===== config.mk =====
export PLATFORM = sky130hd
export DESIGN_NAME = pingpong_drain
export DESIGN_NICKNAME = d
export VERILOG_FILES = /design/src/rtl/pingpong_drain.sv
export SDC_FILE = /design/constraint.sdc
export NUM_CORES = 1
export LEC_CHECK = 0
export CAP_MARGIN = 20
export CORE_AREA = 2 2 103 105
export DETAILED_ROUTE_END_ITERATION = 12
export DIE_AREA = 0 0 105 107
export GPL_ROUTABILITY_DRIVEN = 1
export PLACE_DENSITY = 0.74
export REMOVE_ABC_BUFFERS = 1
export SLEW_MARGIN = 30
export SYNTH_ARGS = -nofsm -noshare
export SYNTH_HDL_FRONTEND = slang
export SYNTH_SLANG_ARGS = --single-unit

===== constraint.sdc =====
create_clock -name clk -period 5 [get_ports clk]
set_clock_uncertainty 0.2 [all_clocks]
set_input_delay 1.25 -clock clk [delete_from_list [all_inputs] [get_ports clk]]
set_output_delay 1.25 -clock clk [all_outputs]
set_load 0.01 [all_outputs]

===== src/rtl/pingpong_drain.sv =====
// Ping-pong FIFO drain: reads packets alternately from bank A and bank B.
// Optional sticky error detection is compiled in with PINGPONG_DRAIN_ERR_EN.
module pingpong_drain (
  input  logic        clk,
  input  logic        reset,
  input  logic        ce,
  input  logic [12:0] packer_len,
  input  logic        enable,
  input  logic        wr_a,
  input  logic        wr_b,
  input  logic        empty_a,
  input  logic        empty_b,
  input  logic        out_rdy,
  output logic        fifo_rd1,
  output logic        fifo_rd2,
  output logic        fifo_rd3,
  output logic        fifo_rd4,
  output logic        data_valid,
  output logic        bank_sel,
  output logic        pkt_start,
  output logic        pkt_end,
  output logic        err
);

  typedef enum logic [2:0] {
    S_IDLE,
    S_WAIT_A,
    S_READ_A,
    S_WAIT_B,
    S_READ_B
  } state_t;

  state_t      r_state;
  state_t      w_next;
  logic [12:0] r_len;
  logic [12:0] r_wcnt_a;
  logic [12:0] r_wcnt_b;
  logic [12:0] r_rcnt;
  logic [2:0]  r_pend_a;
  logic [2:0]  r_pend_b;
  logic        r_dv;
  logic        r_bank;
  logic        r_ps;
  logic        r_pe;

  logic [12:0] w_len_m1;
  logic        w_run;
  logic        w_trk;
  logic        w_rd_a;
  logic        w_rd_b;
  logic        w_rd;
  logic        w_last;
  logic        w_inc_a;
  logic        w_inc_b;
  logic        w_dec_a;
  logic        w_dec_b;
  logic        w_rd_start;
  logic        w_unused_ce;

  // ce is a legacy clock-enable input with no function
  assign w_unused_ce = ce;

  assign w_len_m1 = r_len - 13'd1;
  assign w_run    = enable & ~reset;
  assign w_trk    = w_run & (r_state != S_IDLE);
  assign w_rd_a   = w_run & (r_state == S_READ_A)
                  & out_rdy & ~empty_a;
  assign w_rd_b   = w_run & (r_state == S_READ_B)
                  & out_rdy & ~empty_b;
  assign w_rd     = w_rd_a | w_rd_b;
  assign w_last   = (r_rcnt == w_len_m1);
  assign w_inc_a  = w_trk & wr_a & (r_wcnt_a == w_len_m1);
  assign w_inc_b  = w_trk & wr_b & (r_wcnt_b == w_len_m1);
  assign w_dec_a  = w_rd_a & w_last;
  assign w_dec_b  = w_rd_b & w_last;
  assign w_rd_start =
    ((r_state == S_WAIT_A) && (w_next == S_READ_A)) ||
    ((r_state == S_WAIT_B) && (w_next == S_READ_B));

  assign fifo_rd1   = w_rd_a;
  assign fifo_rd2   = w_rd_a;
  assign fifo_rd3   = w_rd_b;
  assign fifo_rd4   = w_rd_b;
  assign data_valid = r_dv;
  assign bank_sel   = r_bank;
  assign pkt_start  = r_ps;
  assign pkt_end    = r_pe;

  // Next-state: strict A,B alternation; enable low forces IDLE
  always_comb begin
    w_next = r_state;
    unique case (r_state)
      S_IDLE:   if (enable) w_next = S_WAIT_A;
      S_WAIT_A: if (r_pend_a != 3'd0) w_next = S_READ_A;
      S_READ_A: if (w_dec_a) w_next = S_WAIT_B;
      S_WAIT_B: if (r_pend_b != 3'd0) w_next = S_READ_B;
      S_READ_B: if (w_dec_b) w_next = S_WAIT_A;
      default:  w_next = S_IDLE;
    endcase
    if (!enable) w_next = S_IDLE;
  end

  // State register
  always_ff @(posedge clk) begin
    if (reset) r_state <= S_IDLE;
    else       r_state <= w_next;
  end

  // Packet length captured when leaving IDLE; zero means one word
  always_ff @(posedge clk) begin
    if (reset)
      r_len <= 13'd0;
    else if (r_state == S_IDLE && enable)
      r_len <= (packer_len == 13'd0) ? 13'd1 : packer_len;
  end

  // Write-side word counters per bank
  always_ff @(posedge clk) begin
    if (reset || !enable) begin
      r_wcnt_a <= 13'd0;
      r_wcnt_b <= 13'd0;
    end else begin
      if (w_trk && wr_a)
        r_wcnt_a <= w_inc_a ? 13'd0 : r_wcnt_a + 13'd1;
      if (w_trk && wr_b)
        r_wcnt_b <= w_inc_b ? 13'd0 : r_wcnt_b + 13'd1;
    end
  end

  // Pending-packet counters, saturating at 7
  always_ff @(posedge clk) begin
    if (reset || !enable) begin
      r_pend_a <= 3'd0;
      r_pend_b <= 3'd0;
    end else begin
      unique case ({w_inc_a, w_dec_a})
        2'b10:   if (r_pend_a != 3'd7) r_pend_a <= r_pend_a + 3'd1;
        2'b01:   r_pend_a <= r_pend_a - 3'd1;
        default: r_pend_a <= r_pend_a;
      endcase
      unique case ({w_inc_b, w_dec_b})
        2'b10:   if (r_pend_b != 3'd7) r_pend_b <= r_pend_b + 3'd1;
        2'b01:   r_pend_b <= r_pend_b - 3'd1;
        default: r_pend_b <= r_pend_b;
      endcase
    end
  end

  // Read word counter within the current packet
  always_ff @(posedge clk) begin
    if (reset || !enable)
      r_rcnt <= 13'd0;
    else if (w_rd_start)
      r_rcnt <= 13'd0;
    else if (w_rd)
      r_rcnt <= w_last ? 13'd0 : r_rcnt + 13'd1;
  end

  // Output flags follow the strobe by one cycle (FIFO read latency)
  always_ff @(posedge clk) begin
    if (reset) begin
      r_dv   <= 1'b0;
      r_bank <= 1'b0;
      r_ps   <= 1'b0;
      r_pe   <= 1'b0;
    end else begin
      r_dv <= w_rd;
      r_ps <= w_rd & (r_rcnt == 13'd0);
      r_pe <= w_rd & w_last;
      if (w_rd) r_bank <= w_rd_b;
    end
  end

`ifdef PINGPONG_DRAIN_ERR_EN
  logic r_err;
  logic w_ovf;
  logic w_starve;

  assign w_ovf =
    (w_inc_a & ~w_dec_a & (r_pend_a == 3'd7)) |
    (w_inc_b & ~w_dec_b & (r_pend_b == 3'd7));
  assign w_starve = w_run & (
    ((r_state == S_READ_A) & w_last & empty_a & wr_a) |
    ((r_state == S_READ_B) & w_last & empty_b & wr_b));

  // Sticky error: pend overflow or last-word starvation
  always_ff @(posedge clk) begin
    if (reset)
      r_err <= 1'b0;
    else if (w_ovf || w_starve)
      r_err <= 1'b1;
  end

  assign err = r_err;
`else
  assign err = 1'b0;
`endif

endmodule


---- Word level (Yosys, flattened, before mapping) ----
Index checks and enable logic that the tools add are counted.
storage, ports and cells
  register bits ........................... 65
  input bits .............................. 22
  output and inout bits ................... 9
  logic and storage cells ................. 89
cells by class
  add/sub/neg operators ................... 8
  eq/ne operators ......................... 17
  multiplexer cells ....................... 14
  bitwise operators ....................... 20
  reduce and logical (&&, ||, !) cells .... 19
operators by type and width
  kind                     count
  $mux W13                 4
  $add A13 B1 Y13 const B  3
  $eq A13 B13 Y1           3
  $logic_not A13 Y1        2
  $mux W3                  7
  $and A1 B1 Y1            16
  $pmux W3 S5              1
  $sub A13 B1 Y13 const B  1
  $pmux W3 S2              2
  $eq A3 B2 Y1 const B     3
  $reduce_bool A3 Y1       3
  $add A3 B1 Y3 const B    2
  $eq A3 B3 Y1 const B     2
  $ne A3 B3 Y1 const B     2
  $sub A3 B1 Y3 const B    2
  $logic_and A1 B1 Y1      5
  $eq A2 B1 Y1 const B     2
  $eq A2 B2 Y1 const B     2
  $ne A2 B2 Y1 const B     2
  $reduce_and A2 Y1        2
  $reduce_bool A2 Y1       2
  $eq A3 B1 Y1 const B     1
  $logic_not A3 Y1         1
  $not A1 Y1               3
  4 further kinds          5

---- Depth between registers and ports, before layout ----
Gate-level depths: netlist of the first run.
  depth after elaboration ................. 13
  gate-level depth with buffers ........... 16
  gate-level depth less buffers ........... 13

---- Worst setup path after synthesis of the first run ----
Ideal clock, no wire load.
  path kind ............................... input to register
  start point ............................. input reset
  end point ............................... register r_pend_b[2]
  library setup time ...................... 0.067 ns
  arrival ................................. 3.944 ns
  required time ........................... 4.733 ns
  slack ................................... 0.789 ns
  stages on the path ...................... 13
  buffers on the path ..................... 2
  cells stage by stage .................... clkbuf_1 -> nor2b_1 -> clkbuf_1 -> nand3_1 -> nor4_1 -> nand2_1 -> nor4_1 -> or3_1 -> fa_1 -> inv_1 -> or4_1 -> a21o_1 -> a21oi_2
between the ends
  cells in the longest elaborated chain, start to end .. 9
  elaborated cells between the ends (all ways) .. 16
  classes of those cells .................. eq/ne (3); mux (1); bitwise (9); reduce/logical (3)
ends and longest elaborated chain
  item                                                          RTL line  text
  start: declaration                                            5         input logic reset,
  $not A1 Y1                                                    64        assign w_run = enable & ~reset;
  $and A1 B1 Y1                                                 64
  $and A1 B1 Y1                                                 68        assign w_rd_b = w_run & (r_state == S_READ_B)
  $and A1 B1 Y1 (2 in series)                                   69        & out_rdy & ~empty_b;
  $and A1 B1 Y1                                                 75        assign w_dec_b = w_rd_b & w_last;
  $eq A2 B2 Y1 or $eq A2 B1 Y1 (tied branches)                  141       unique case ({w_inc_b, w_dec_b})
  $ne A2 B2 Y1 (no line) or $reduce_bool A2 Y1 (tied branches)  --
  $reduce_and A2 Y1 (no line)                                   --
  end signal: assignment                                        142       2'b10: if (r_pend_b != 3'd7) r_pend_b <= r_pend_b + 3'd1;
  end signal: assignment                                        143       2'b01: r_pend_b <= r_pend_b - 3'd1;
  end signal: assignment                                        144       default: r_pend_b <= r_pend_b;
  end: declaration                                              40        logic [2:0] r_pend_b;
Parallel ways exist; a longest one is shown, timed or not.
A chain may end at the register's enable or synchronous reset.

---- Worst setup path after layout of the first run ----
  start point ............................. input enable
  end point ............................... output fifo_rd2
between the ends
  cells in the longest elaborated chain, start to end .. 4
ends and longest elaborated chain
  item                         RTL line  text
  start: declaration           8         input logic enable,
  $and A1 B1 Y1                64
  $and A1 B1 Y1                66        assign w_rd_a = w_run & (r_state == S_READ_A)
  $and A1 B1 Y1 (2 in series)  67        & out_rdy & ~empty_a;
  end: declaration             15        output logic fifo_rd2,
Every way passes these cells.

==> results of run 1 <==
==> tightest hold or removal path: stages (launching register included) <==
cell and delay, ps:
dfxtp_1 330, a21oi_1 60, nor2_1 80
==> through the flow <==
| step | instances | worst slack [ps] | utilization | hold slack (ps) | cell area, µm² |
|---|---|---|---|---|---|
| after floorplan | 525 | 876 | - | 256 | 4260 |
| after global placement | 696 | 268 | 0.472 | 274 | 4770 |
| after detailed placement | 696 | 205 | 0.472 | 284 | 4770 |
| after CTS | 711 | 451 | 0.492 | 301 | 4960 |
| after global routing | 711 | 275 | 0.493 | 330 | 4980 |
| final | 711 | 440 | 0.493 | 296 | 4980 |
==> path summary, 6_finish.rpt <==
path | endpoint | slack (ps) | cells past startpoint | startpoint
hold reg to reg | bank_sel$_SDFFE_PP0P_ | 300 | 2 | bank_sel$_SDFFE_PP0P_
hold / removal | bank_sel$_SDFFE_PP0P_ | 300 | 2 | bank_sel$_SDFFE_PP0P_
setup reg to reg | r_pend_b[2]$_SDFFE_PP0P_ | 690 | 14 | r_len[0]$_SDFFE_PP0P_
setup / recovery | fifo_rd2 | 440 | 5 | enable
==> per-layer routing <==
metal  up-vias  part of all wire
li1       1973                 -
met1      1944              0.42
met2       173              0.49
met3        28             0.068
met4         0             0.027
met5         -                 0
==> cells by family after synthesis <==
| group | count (synthesis) | synth area share |
|---|---|---|
| buffers and inverters | 56 | 0.0618 |
| XOR/XNOR | 79 | 0.177 |
| adder cells (fa/ha/maj) | 7 | 0.0229 |
| multiplexers | 4 | 0.0117 |
| AND/OR/NAND/NOR | 283 | 0.334 |
| AO/OA/AOI/OAI | 69 | 0.101 |
| flip-flops | 65 | 0.291 |
| other | 1 | 0.000838 |
==> registers in the layout (all words and copies together) (netlist names) <==
signal,cells
r_state,3
pkt_end,1
data_valid,1
r_wcnt_a,13
bank_sel,1
r_rcnt,13
r_wcnt_b,13
r_pend_a,3
r_pend_b,3
r_len,13
pkt_start,1
==> area by class of cell <==
cell class	count	share of cell area
inverters	17	0.0128
clock inverters	3	0.00805
multi-input cells	443	0.585
clock buffers	12	0.0312
flip-flops and latches	65	0.262
repair buffers	35	0.0669
well taps	136	0.0342
==> layout by cell type, fill, tap and decap left out, types with 3 or more instances in the layout <==
cell type and instances:
nand2_1 67, nor2_1 66, dfxtp_1 65, xor2_1 37
xnor2_1 34, nand3_1 30, clkdlybuf4s50_1 28, a21oi_1 27
inv_1 16, nand4_1 15, nor3_1 13, nor4_1 13
and3_1 13, nand2b_1 11, clkbuf_8 11, or3_1 9
o21ai_0 9, nor2b_1 7, buf_4 7, xnor3_1 5
nor4b_1 5, ha_1 5, o211ai_1 4, o2111ai_1 4
or3b_2 3, nand3b_1 3, or4_1 3, nand4b_1 3
mux2i_1 3, or2_2 3, and4_1 3
==> power by group through the flow <==
stage | clock (mW) | combinational [mW] | sequential, mW
2_1_floorplan | 0 | 0.166 | 0.550
3_3_place_gp | 0 | 0.234 | 0.552
3_5_place_dp | 0 | 0.239 | 0.553
4_1_cts | 0.454 | 0.241 | 0.541
5_1_grt | 0.476 | 0.266 | 0.543
6_report | 0.445 | 0.246 | 0.543
==> results.toml, run 1 <==
[power_and_ir_drop]
p_switching_mw = 0.350
pwr-share-seq = 0.440
swShare = 0.284
p_per_area_mw_per_mm2 = 248
p_leak_nw = 1.79
finalPower_mw = 1.23
internal_power_mw = 0.884
ir_worst_vdd_v = 0.000184
share_comb_of_total_power = 0.199
clkPwrFrac = 0.361

[sta]
fin_crit_ps = 4560
min_period_over_period = 0.912
setup_viol = 0
max_slew_margin = 0.346
hold_viol_final = 0
rsz0062_at_grt = "no"
tightest_slew_ps = 973
slew_violations = 0
fmax_ghz = 0.219
fin_setup_tns_ps = 0

[die]
rows = 37
die_y_um = 107
initial_utilization = 0.444
core_mm2 = 0.0101
fp.dieW_um = 105
dieArea_mm2 = 0.0112
io_pins = 31

[critical_path]
cp_cell_sequence = "clkdlybuf4s50_1 -> nor2b_1 -> nand3_1 -> inv_1 -> clkdlybuf4s50_1"
required_ps = 3550
cp-end-kind = "primary output"
max_stage_delay_ps = 550
critPathLaunchType = "primary input"
critPathArrivalTime_ps = 3110
path_class = "in2out"
cpMostUsedCell = "clkdlybuf4s50_1"
crit_buf_inv = 3
cp_top_family = "buffers and inverters"
crit_fanout = 5
crit_slowest_cell = "clkdlybuf4s50_1"

[clock_tree]
cts-resized-gates = 0
cts.path.max_buffers = 2
cts_buffers = 9
cts-root-buf = "clkbuf_8"
cts_tree = "done"
cts.clk_slew.worst_paths_ps = 70
clock-sinks = 65
htreeDepth = 3
insertion_delay_ps = 340
postCtsSetupRepairBufs = 0
hold_buffers = 0

[layout]
area_growth_pct = 11.2
drive_gt1_frac = 0.0678
register_area_mm2 = 0.00130
diodes = 0
nets = 600
multi_input_area_mm2 = 0.00291
fill_cells = 1003

[place]
hpwl_mm = 8.47
portBuffers = 28
gp_congestion = 1.00

[logic_synthesis]
synth_common_cells = "nand2_1 (67), nor2_1 (66), dfxtp_1 (65), xor2_1 (37), xnor2_1 (34)"
async_flop_share = 0
avgSynthCellArea_um2 = 7.94
yosysSeqAreaShare = 0.291
netlist_top_cells_area = "dfxtp_1 (29%), xor2_1 (7.2%), xnor2_1 (6.7%)"
synthCells = 564
synth_top_area_share = 0.291
synth-edff-count = 0
syn_area_mm2 = 0.00448
yosysMostFrequentCell = "nand2_1"
synth_area_leader_cell = "dfxtp_1"
ys.flop_type = "dfxtp_1"
ys_warn_count = 0
synth-seq-cells = 65
ys_types = 70

[global_routing]
track_usage = 0.203
grt_pass1_wl_mm = 18.3
grt_overflow = 0
grt_pass1_vias = 3858
grt_max_degree = 17
use_met1 = 0.244
grt.busiest_layer = "met2"
antenna_found_initial = 0
grt_use_met3 = 0.0383
grtUsageMet2 = 0.354

[job]
cap_violations = 0

[status]
status = "completed"

[worst_hold_path]
hold_path.class = "reg2reg"

[drt]
dr_total_vias = 4118
drtIter0Drc = 352
drcViolationCount = 0
wl_mm = 11.4
drtPass1Iterations = 5
antenna_left = 0
vias_per_cell = 5.79
wl_per_cell_um = 16.0
(Power assumes the default switching activity.)
==> run 2, diff against run 1 <==
--- a/config.mk
+++ b/config.mk
@@ -8,5 +8,5 @@
 export CAP_MARGIN = 20
-export CORE_AREA = 2 2 103 105
+export CORE_AREA = 4 4 105 107
 export DETAILED_ROUTE_END_ITERATION = 12
-export DIE_AREA = 0 0 105 107
+export DIE_AREA = 0 0 109 111
 export GPL_ROUTABILITY_DRIVEN = 1
==> constraint.sdc (replaced) <==
create_clock -name clk -period 5 [get_ports clk]
set_clock_uncertainty 0.2 [all_clocks]
set_input_delay 1 -clock clk [delete_from_list [all_inputs] [get_ports clk]]
set_output_delay 1 -clock clk [all_outputs]
set_load 0.01 [all_outputs]
==> results.toml, run 2 (same netlist as run 1, synthesis figures left out) <==
[layout]
final_common_cell = "nand2_1"
postLayoutCellArea_mm2 = 0.00497
drive_gt1_frac = 0.0663
layout_common_cells = "nand2_1 (67), nor2_1 (66), dfxtp_1 (65)"
multi_input_area_mm2 = 0.00290
area_growth_pct = 11.1
register_area_mm2 = 0.00130
diodes = 0
nets = 597
fill_cells = 950
fin_util = 0.491

[power_and_ir_drop]
clkPwrFrac = 0.397
share_comb_of_total_power = 0.183
finalPower_mw = 1.30
p_per_area_mw_per_mm2 = 261
pwr-share-seq = 0.420
p_switching_mw = 0.385
swShare = 0.297
p_leak_nw = 1.78
ir_worst_vdd_v = 0.000134
internal_power_mw = 0.913

[die]
fp.dieW_um = 109
rows = 37
initial_utilization = 0.442
die_y_um = 111
io_pins = 31
core_mm2 = 0.0101
dieArea_mm2 = 0.0121

[drt]
dr_total_vias = 4005
wl_per_cell_um = 15.7
drtPass1Iterations = 5
vias_per_cell = 5.65
drtIter0Drc = 228
antenna_left = 0
drcViolationCount = 0
wl_mm = 11.1

[clock_tree]
cts.path.max_buffers = 2
clock-sinks = 65
postCtsSetupRepairBufs = 0
cts-resized-gates = 0
hold_buffers = 0
cts-root-buf = "clkbuf_8"
cts.clk_slew.worst_paths_ps = 80
cts_buffers = 9
cts_tree = "done"
htreeDepth = 3
insertion_delay_ps = 360

[place]
placedInstanceArea_mm2 = 0.00474
hpwl_mm = 8.49
gp_congestion = 0.929
portBuffers = 28

[critical_path]
required_ps = 5080
r2r_end = "r_pend_b[2]$_SDFFE_PP0P_"
critPathArrivalTime_ps = 4470
critPathLaunchType = "flop"
path_class = "reg2reg"
cp-end-kind = "flop"
r2r_slack_ps = 620
r2r-start = "r_len[0]$_SDFFE_PP0P_"
crit_fanout = 9
r2r_cells = 14

[sta]
fmax_ghz = 0.228
hold_viol_final = 0
slew_violations = 0
tightest_slew_ps = 981
max_slew_margin = 0.341
min_period_over_period = 0.876
rsz0062_at_grt = "no"
setup_viol = 0
fin_setup_tns_ps = 0
fin_crit_ps = 4380

[global_routing]
grt_max_degree = 17
track_usage = 0.189
grt_overflow = 0
antenna_found_initial = 0
grt_pass1_wl_mm = 18.5
grt_pass1_vias = 3860

[worst_hold_path]
hold_path.class = "reg2reg"
holdPathStages = 2
min_from = "r_pend_a[2]$_SDFFE_PP0P_"
min_to = "r_pend_a[2]$_SDFFE_PP0P_"

[status]
status = "completed"

[job]
cap_violations = 0
==> run 2: per-stage QoR <==
| stage | setup slack [ps] | std cells | hold WS (ps) |
|---|---|---|---|
| floorplan | 1130 | 525 | 256 |
| global placement | 456 | 693 | 269 |
| detailed placement | 369 | 693 | 281 |
| CTS | 650 | 709 | 291 |
| global route | 438 | 709 | 329 |
| finish | 619 | 709 | 294 |
==> run 2: area by class of cell <==
class / instances / area share
Timing Repair Buffer: 32 / 0.0624
Clock buffer: 9 / 0.0249
Sequential cell: 65 / 0.262
Tap cell: 136 / 0.0342
Multi-Input combinational cell: 443 / 0.584
Inverter: 17 / 0.0128
Clock inverter: 7 / 0.0204
==> run 2: worst max path at each step <==
| stage | from | to | slack (ps) | depth (start not counted) |
|---|---|---|---|---|
| after floorplan | enable | r_pend_b[2]$_SDFFE_PP0P_ | 1130 | 11 |
| after global placement | enable | r_pend_b[2]$_SDFFE_PP0P_ | 460 | 13 |
| after detailed placement | enable | r_pend_b[2]$_SDFFE_PP0P_ | 370 | 13 |
| after CTS | r_len[0]$_SDFFE_PP0P_ | r_pend_b[2]$_SDFFE_PP0P_ | 650 | 14 |
| after global routing | r_len[0]$_SDFFE_PP0P_ | r_pend_b[2]$_SDFFE_PP0P_ | 440 | 14 |
| final | r_len[0]$_SDFFE_PP0P_ | r_pend_b[2]$_SDFFE_PP0P_ | 620 | 14 |
==> run 2: power by group through the flow <==
stage                     logic [mW]  registers (mW)  clock network, mW
after floorplan                0.166           0.550                  0
after global placement         0.226           0.557                  0
after detailed placement       0.232           0.558                  0
after CTS                      0.233           0.545              0.524
after global routing           0.257           0.548              0.547
final                          0.238           0.546              0.515
==> run 2: worst max-delay path: stages (launching register included) <==
cell	delay [ps]
dfxtp_1	460
inv_1	110
ha_1	190
or3b_1	530
nor3_1	610
o2111a_1	320
nand2_1	60
nor4_1	410
buf_4	210
or3_1	130
fa_1	170
inv_1	50
or4_1	530
a21o_1	210
a21oi_2	100
==> run 2: layer usage <==
layer  track usage  up-vias  share of wire
li1              -     1963              -
met4        0.0673        0          0.023
met3        0.0349       26          0.044
met2         0.312      105           0.49
met1         0.245     1911           0.44
met5             0        -              0
